[src/rtl/regfile_wb_queue.sv]
// regfile_wb_queue
//   Write-back buffer that sits directly in front of the register file
//   write port. The ALU and the load unit each offer results through a
//   valid/ready handshake. Results are queued in order and drained one per
//   cycle onto WE3/A3/WD3.
//
//   Ports
//     CLK, RST                    clock, synchronous active-high reset
//     ALU_VALID/ADDR/DATA/READY   ALU producer handshake
//     MEM_VALID/ADDR/DATA/READY   load-unit producer handshake (has priority)
//     WB_HOLD                     suppresses the drain for this cycle
//     WE3, A3, WD3                register file write port
//     A1, A2                      register file read addresses, used for lookup
//     PEND1, PEND2                a queued, unwritten write to A1/A2 exists
//     BYP1_*, BYP2_*              youngest queued data for A1/A2
//     COUNT                       current occupancy
//
//   Optional feature macro: WB_BYPASS_EN
//     Defined   : the BYP* outputs carry the youngest matching entry.
//     Undefined : the BYP* outputs are tied to 0 and no search logic is built.
//
//   Handshake: a producer raises VALID with ADDR/DATA and holds all three
//   stable until it sees READY high in the same cycle. The transfer happens
//   on the rising edge where VALID && READY. READY depends only on the
//   registered occupancy and on MEM_VALID. It does not depend on a pop in the
//   same cycle, so a full queue refuses new results even while it drains.
module regfile_wb_queue #(
    parameter int DEPTH = 4,
    parameter int AW    = 5,
    parameter int DW    = 32
) (
    input  logic                     CLK,
    input  logic                     RST,
    input  logic                     ALU_VALID,
    input  logic [AW-1:0]            ALU_ADDR,
    input  logic [DW-1:0]            ALU_DATA,
    output logic                     ALU_READY,
    input  logic                     MEM_VALID,
    input  logic [AW-1:0]            MEM_ADDR,
    input  logic [DW-1:0]            MEM_DATA,
    output logic                     MEM_READY,
    input  logic                     WB_HOLD,
    output logic                     WE3,
    output logic [AW-1:0]            A3,
    output logic [DW-1:0]            WD3,
    input  logic [AW-1:0]            A1,
    input  logic [AW-1:0]            A2,
    output logic                     PEND1,
    output logic                     PEND2,
    output logic                     BYP1_VALID,
    output logic [DW-1:0]            BYP1_DATA,
    output logic                     BYP2_VALID,
    output logic [DW-1:0]            BYP2_DATA,
    output logic [$clog2(DEPTH):0]   COUNT
);

    localparam int PW = $clog2(DEPTH);
    localparam int CW = PW + 1;

    logic [AW-1:0]    addr_q [DEPTH];
    logic [AW-1:0]    addr_d [DEPTH];
    logic [DW-1:0]    data_q [DEPTH];
    logic [DW-1:0]    data_d [DEPTH];
    logic [DEPTH-1:0] vld_q, vld_d;
    logic [PW-1:0]    rd_ptr_q, rd_ptr_d;
    logic [PW-1:0]    wr_ptr_q, wr_ptr_d;
    logic [CW-1:0]    count_q, count_d;

    logic          full, mem_push, alu_push, push, pop;
    logic [AW-1:0] push_addr;
    logic [DW-1:0] push_data;

    always_comb begin
        full      = (count_q == CW'(DEPTH));
        MEM_READY = !full;
        ALU_READY = !full && !MEM_VALID;
        mem_push  = MEM_VALID && MEM_READY;
        alu_push  = ALU_VALID && ALU_READY;
        push      = mem_push || alu_push;
        push_addr = mem_push ? MEM_ADDR : ALU_ADDR;
        push_data = mem_push ? MEM_DATA : ALU_DATA;

        WE3   = (count_q != '0) && !WB_HOLD;
        pop   = WE3;
        A3    = (count_q != '0) ? addr_q[rd_ptr_q] : '0;
        WD3   = (count_q != '0) ? data_q[rd_ptr_q] : '0;
        COUNT = count_q;
    end

    // Pending lookup: an entry stays valid until the edge that pops it,
    // so the head being written this cycle still reports as pending.
    always_comb begin
        PEND1 = 1'b0;
        PEND2 = 1'b0;
        for (int i = 0; i < DEPTH; i++) begin
            if (vld_q[i] && (addr_q[i] == A1)) PEND1 = 1'b1;
            if (vld_q[i] && (addr_q[i] == A2)) PEND2 = 1'b1;
        end
    end

`ifdef WB_BYPASS_EN
    // Walk the entries from oldest to youngest. A later match overwrites an
    // earlier one, so the youngest matching entry wins.
    always_comb begin
        logic [PW-1:0] idx;
        BYP1_DATA = '0;
        BYP2_DATA = '0;
        idx       = '0;
        for (int i = 0; i < DEPTH; i++) begin
            idx = rd_ptr_q + PW'(i);
            if (vld_q[idx] && (addr_q[idx] == A1)) BYP1_DATA = data_q[idx];
            if (vld_q[idx] && (addr_q[idx] == A2)) BYP2_DATA = data_q[idx];
        end
        BYP1_VALID = PEND1;
        BYP2_VALID = PEND2;
    end
`else
    always_comb begin
        BYP1_VALID = 1'b0;
        BYP1_DATA  = '0;
        BYP2_VALID = 1'b0;
        BYP2_DATA  = '0;
    end
`endif

    always_comb begin
        addr_d   = addr_q;
        data_d   = data_q;
        vld_d    = vld_q;
        rd_ptr_d = rd_ptr_q;
        wr_ptr_d = wr_ptr_q;
        count_d  = count_q;
        // A push and a pop never target the same slot. A push needs a
        // non-full queue and a pop needs a non-empty one, so when both occur
        // the pointers are necessarily different.
        if (push) begin
            addr_d[wr_ptr_q] = push_addr;
            data_d[wr_ptr_q] = push_data;
            vld_d[wr_ptr_q]  = 1'b1;
            wr_ptr_d         = wr_ptr_q + PW'(1);
        end
        if (pop) begin
            vld_d[rd_ptr_q] = 1'b0;
            rd_ptr_d        = rd_ptr_q + PW'(1);
        end
        case ({push, pop})
            2'b10:   count_d = count_q + CW'(1);
            2'b01:   count_d = count_q - CW'(1);
            default: count_d = count_q;
        endcase
    end

    // Entry address and data are left untouched by reset. Only the valid
    // flags matter after a reset.
    always_ff @(posedge CLK) begin
        addr_q <= addr_d;
        data_q <= data_d;
        if (RST) begin
            vld_q    <= '0;
            rd_ptr_q <= '0;
            wr_ptr_q <= '0;
            count_q  <= '0;
        end else begin
            vld_q    <= vld_d;
            rd_ptr_q <= rd_ptr_d;
            wr_ptr_q <= wr_ptr_d;
            count_q  <= count_d;
        end
    end

endmodule

[config.mk]
export PLATFORM = sky130hd
export DESIGN_NAME = regfile_wb_queue
export DESIGN_NICKNAME = d
export VERILOG_FILES = /design/src/rtl/regfile_wb_queue.sv
export SDC_FILE = /design/constraint.sdc
export NUM_CORES = 1
export LEC_CHECK = 0
export CAP_MARGIN = 20
export CORE_MARGIN = 2
export CORE_UTILIZATION = 49
export CTS_CLUSTER_SIZE = 10
export DETAILED_ROUTE_END_ITERATION = 12
export PLACE_DENSITY = 0.92
export SETUP_SLACK_MARGIN = 0.15
export SYNTH_ARGS = -nofsm -noshare
export SYNTH_HDL_FRONTEND = slang
export SYNTH_SLANG_ARGS = --single-unit
[constraint.sdc]
create_clock -name CLK -period 2.63 [get_ports CLK]
set_input_delay 0.263 -clock CLK [delete_from_list [all_inputs] [get_ports CLK]]
set_output_delay 0.263 -clock CLK [all_outputs]
set_load 0.02 [all_outputs]
==> Flow_metrics.wiki <==
{| class="wikitable"
! Metric !! Value
|-
| Initial antenna violation count || 0
|-
| Setup repair after global routing missed its margin || false
|-
| Fraction of power spent switching nets || 32.8%
|-
| Fin crit period || 2.31 ns
|-
| Endpoints failing setup || 0
|-
| Die boundary width || 129 µm
|-
| Post-synth EDFFs || 148
|-
| DRC errors left || 0
|-
| Detailed Route WL || 15,800 µm
|-
| Number of clock sinks || 159
|-
| Result of the run || finished, final reports clean
|-
| Kind of launch point of the worst setup path || register
|-
| Via-per-instance ratio || 5.24
|-
| Number of standard cells after synthesis || 466
|-
| Area growth, synth to finish || 25.0%
|-
| Number of register bits inferred by synthesis || 159
|-
| Dominant register cell in the synthesized netlist || edfxtp_1
|-
| Vert. Die Dim || 129 µm
|-
| Number of design-rule violations left by the first detailed-router iteration || 214
|-
| Largest net degree at the start of global routing || 39
|-
| Avg Inst Size Synth || 16.3 µm²
|-
| Number of buffers added on ports || 133
|-
| Cts bufs inserted || 17
|-
| Synth Warn # || 0
|-
| Share of post-route cells with drive strength above 1 || 13.8%
|-
| Overall fraction of global-route tracks in use || 20.1%
|-
| Fin. Hold Viols || 0
|-
| Post-CTS setup buffer count || 0
|-
| Sequential fraction of the synthesis area || 61.4%
|-
| Register-to-register setup slack || 0.36 ns
|-
| Fin crit share || 87.8%
|-
| Net count, final || 711
|-
| DP HPWL || 10,400 µm
|-
| Fin. max-slew vios || 0
|-
| Max-cap check violation count || 0
|-
| Power Internal || 6.31 mW
|-
| Number of antenna-violating nets in the routed design || 0
|-
| Transition time at the pin with the least slew margin || 0.563 ns
|-
| Yosys cell types || 31
|-
| Slew HR || 62.5%
|-
| Setup TNS Final || 0 ns
|-
| Most area-hungry cell type in the Yosys netlist || edfxtp_1
|-
| Type of the most critical hold path || register to register
|-
| Maximum level of the CTS H-tree || 4
|-
| Psw || 3.08 mW
|-
| Area of the mapped netlist || 7600 µm²
|-
| TritonCTS clock tree || yes
|-
| Core area || 15,200 µm²
|-
| Clock slew at the register clock pins of the worst setup and hold paths || 0.06 ns
|-
| Final core utilization || 62.5%
|-
| Wire length per cell after detailed routing || 19.4 µm
|-
| Total global routing overflow || 0
|-
| Leak Pwr || 3.45 nW
|-
| Most repeated cell in the gate-level netlist after synthesis || edfxtp_1
|-
| First-pass GRT wire length || 24,100 µm
|-
| Number of search-and-repair iterations in the first detailed-routing pass || 4
|-
| Clk Tree Root Cell || clkbuf_16
|-
| Clock network fraction of design power || 25.2%
|-
| FP Rows || 45
|-
| Crit. End Element || output port
|-
| Vias in the first global route || 4,445
|-
| Pre-CTS setup slack || 0.171 ns
|-
| Critical path arrival || 2.05 ns
|-
| Top post-synthesis cells by count || 148 x edfxtp_1, 68 x buf_4, 37 x mux2_1, 37 x mux4_2, 37 x nor2b_1
|-
| Power density cells || 989 nW/µm²
|-
| Critical path class || register to output port
|-
| Worst-case clock buffer depth || 2
|-
| Initial core utilization || 50.0%
|-
| Post-route setup slack || 0.322 ns
|-
| Required time worst endpoint || 2.37 ns
|-
| Top cells by area, synth || edfxtp_1 58%, mux4_2 11%, buf_4 6.7%
|-
| Via count of the routed design || 4,262
|-
| Depth of the worst hold-timing path || 1
|-
| Clk Latency, worst-skew pair || 0.42 ns
|-
| Die footprint || 16,500 µm²
|-
| Flop pwr share || 38.4%
|-
| Hold slack final || 0.528 ns
|-
| Area share of the largest cell type after synthesis || 58.5%
|-
| Setup skew after layout || 0.0114 ns
|-
| # hold bufs at CTS || 0
|-
| Maximum resistive drop on vdd || 0.000656 V
|-
| Worst R2R Path Depth || 10
|-
| Biggest fanout along the worst timing path || 21
|-
| Overall power || 9.39 mW
|-
| Area used by multi-input combinational logic || 2550 µm²
|-
| Combinational power share || 36.4%
|-
| Number of diodes || 0
|-
| Area taken by flip-flops and latches || 4670 µm²
|-
| # IOs || 200
|-
| Last weighted congestion value of the routability-driven placer || 0.814
|-
| Achievable frequency || 0.433 GHz
|-
| Async S/R FF share, synth || 0%
|-
| Fill count || 1,106
|}
==> logic make-up after synthesis <==
logic type | count (synthesis) | share of synthesized area, %
flops | 159 | 61.4
compound gates | 17 | 1.32
other cells | 1 | 0.0494
simple gates | 70 | 5.48
fa+ha+maj | 10 | 1.75
xor+xnor | 44 | 5.07
buf+inv | 90 | 8.36
mux | 75 | 16.6
==> path summary, 6_finish.rpt <==
kind	end	from
worst max-delay path	WD3[10]	rd_ptr_q[0]
worst min-delay path	vld_q[1]	vld_q[1]
worst max register to register	COUNT[2]	COUNT[0]
worst min register to register	vld_q[1]	vld_q[1]
==> registers in the layout, summed over array words and instances (netlist names) <==
signal / cells
rd_ptr_q: 2
vld_q: 4
addr_q: 20
data_q: 128
wr_ptr_q: 2
COUNT: 3
==> cells in the final DEF (no fill, tap or decap), types with 5 or more instances in the layout <==
master,Yosys,routed
edfxtp_1,148,148
clkdlybuf4s50_1,0,94
conb_1,1,66
dlygate4sd2_1,0,39
mux4_2,37,37
nor2b_1,37,37
mux2_1,37,37
xor2_1,34,34
clkbuf_16,0,17
xnor2_1,10,10
dfxtp_1,11,9
ha_1,9,9
inv_1,8,8
a21oi_1,8,8
nor4_1,8,8
nor2_1,7,7
nand3_1,6,6
buf_12,0,6
o21a_1,5,5
buf_4,68,5
==> metrics by stage <==
stage	instances	area, µm²
after floorplan	531	7840
after global placement	781	8970
after detailed placement	781	8970
after CTS	813	9500
after global routing	813	9500
final	813	9500
==> critical path, cell delays in order, from the launching register on <==
cell           delay (ns)
dfxtp_2              0.37
buf_12               0.21
mux4_2               0.54
nor2b_1              0.16
dlygate4sd2_1        0.34
==> metal layers <==
layer  share of wire, %  wire [µm]  vias up  track usage (%)
li1                   -          -     1900                -
met1                 41       6440     2129             24.3
met2                 51       8120      213             35.0
met3                6.3        993       20             5.11
met4                1.5        236        0             7.54
met5                  0          0        -                0
==> cell type report <==
type / count / share of cell area, %
Inverter: 8 / 0.316
Timing Repair Buffer: 144 / 15.2
Clock inverter: 12 / 1.44
Multi-Input combinational cell: 282 / 26.9
Tap cell: 188 / 2.48
Sequential cell: 159 / 49.1
Clock buffer: 20 / 4.60
==> what timing repair did <==
action | CTS | global route
resized for setup | 39 | 0
setup endpoints to repair | 39 | 0
hold endpoints to repair | 0 | 0
==> power groups by stage <==
stage          sequential [mW]  combinational, mW  clock (mW)
4_1_cts                   3.62               3.48        2.41
3_5_place_dp              3.66               3.69           0
2_1_floorplan             3.61               2.29           0
5_1_grt                   3.65               3.69        2.51
6_report                  3.61               3.41        2.37
3_3_place_gp              3.62               3.64           0
Note: power is estimated with default switching activity, not from simulation.
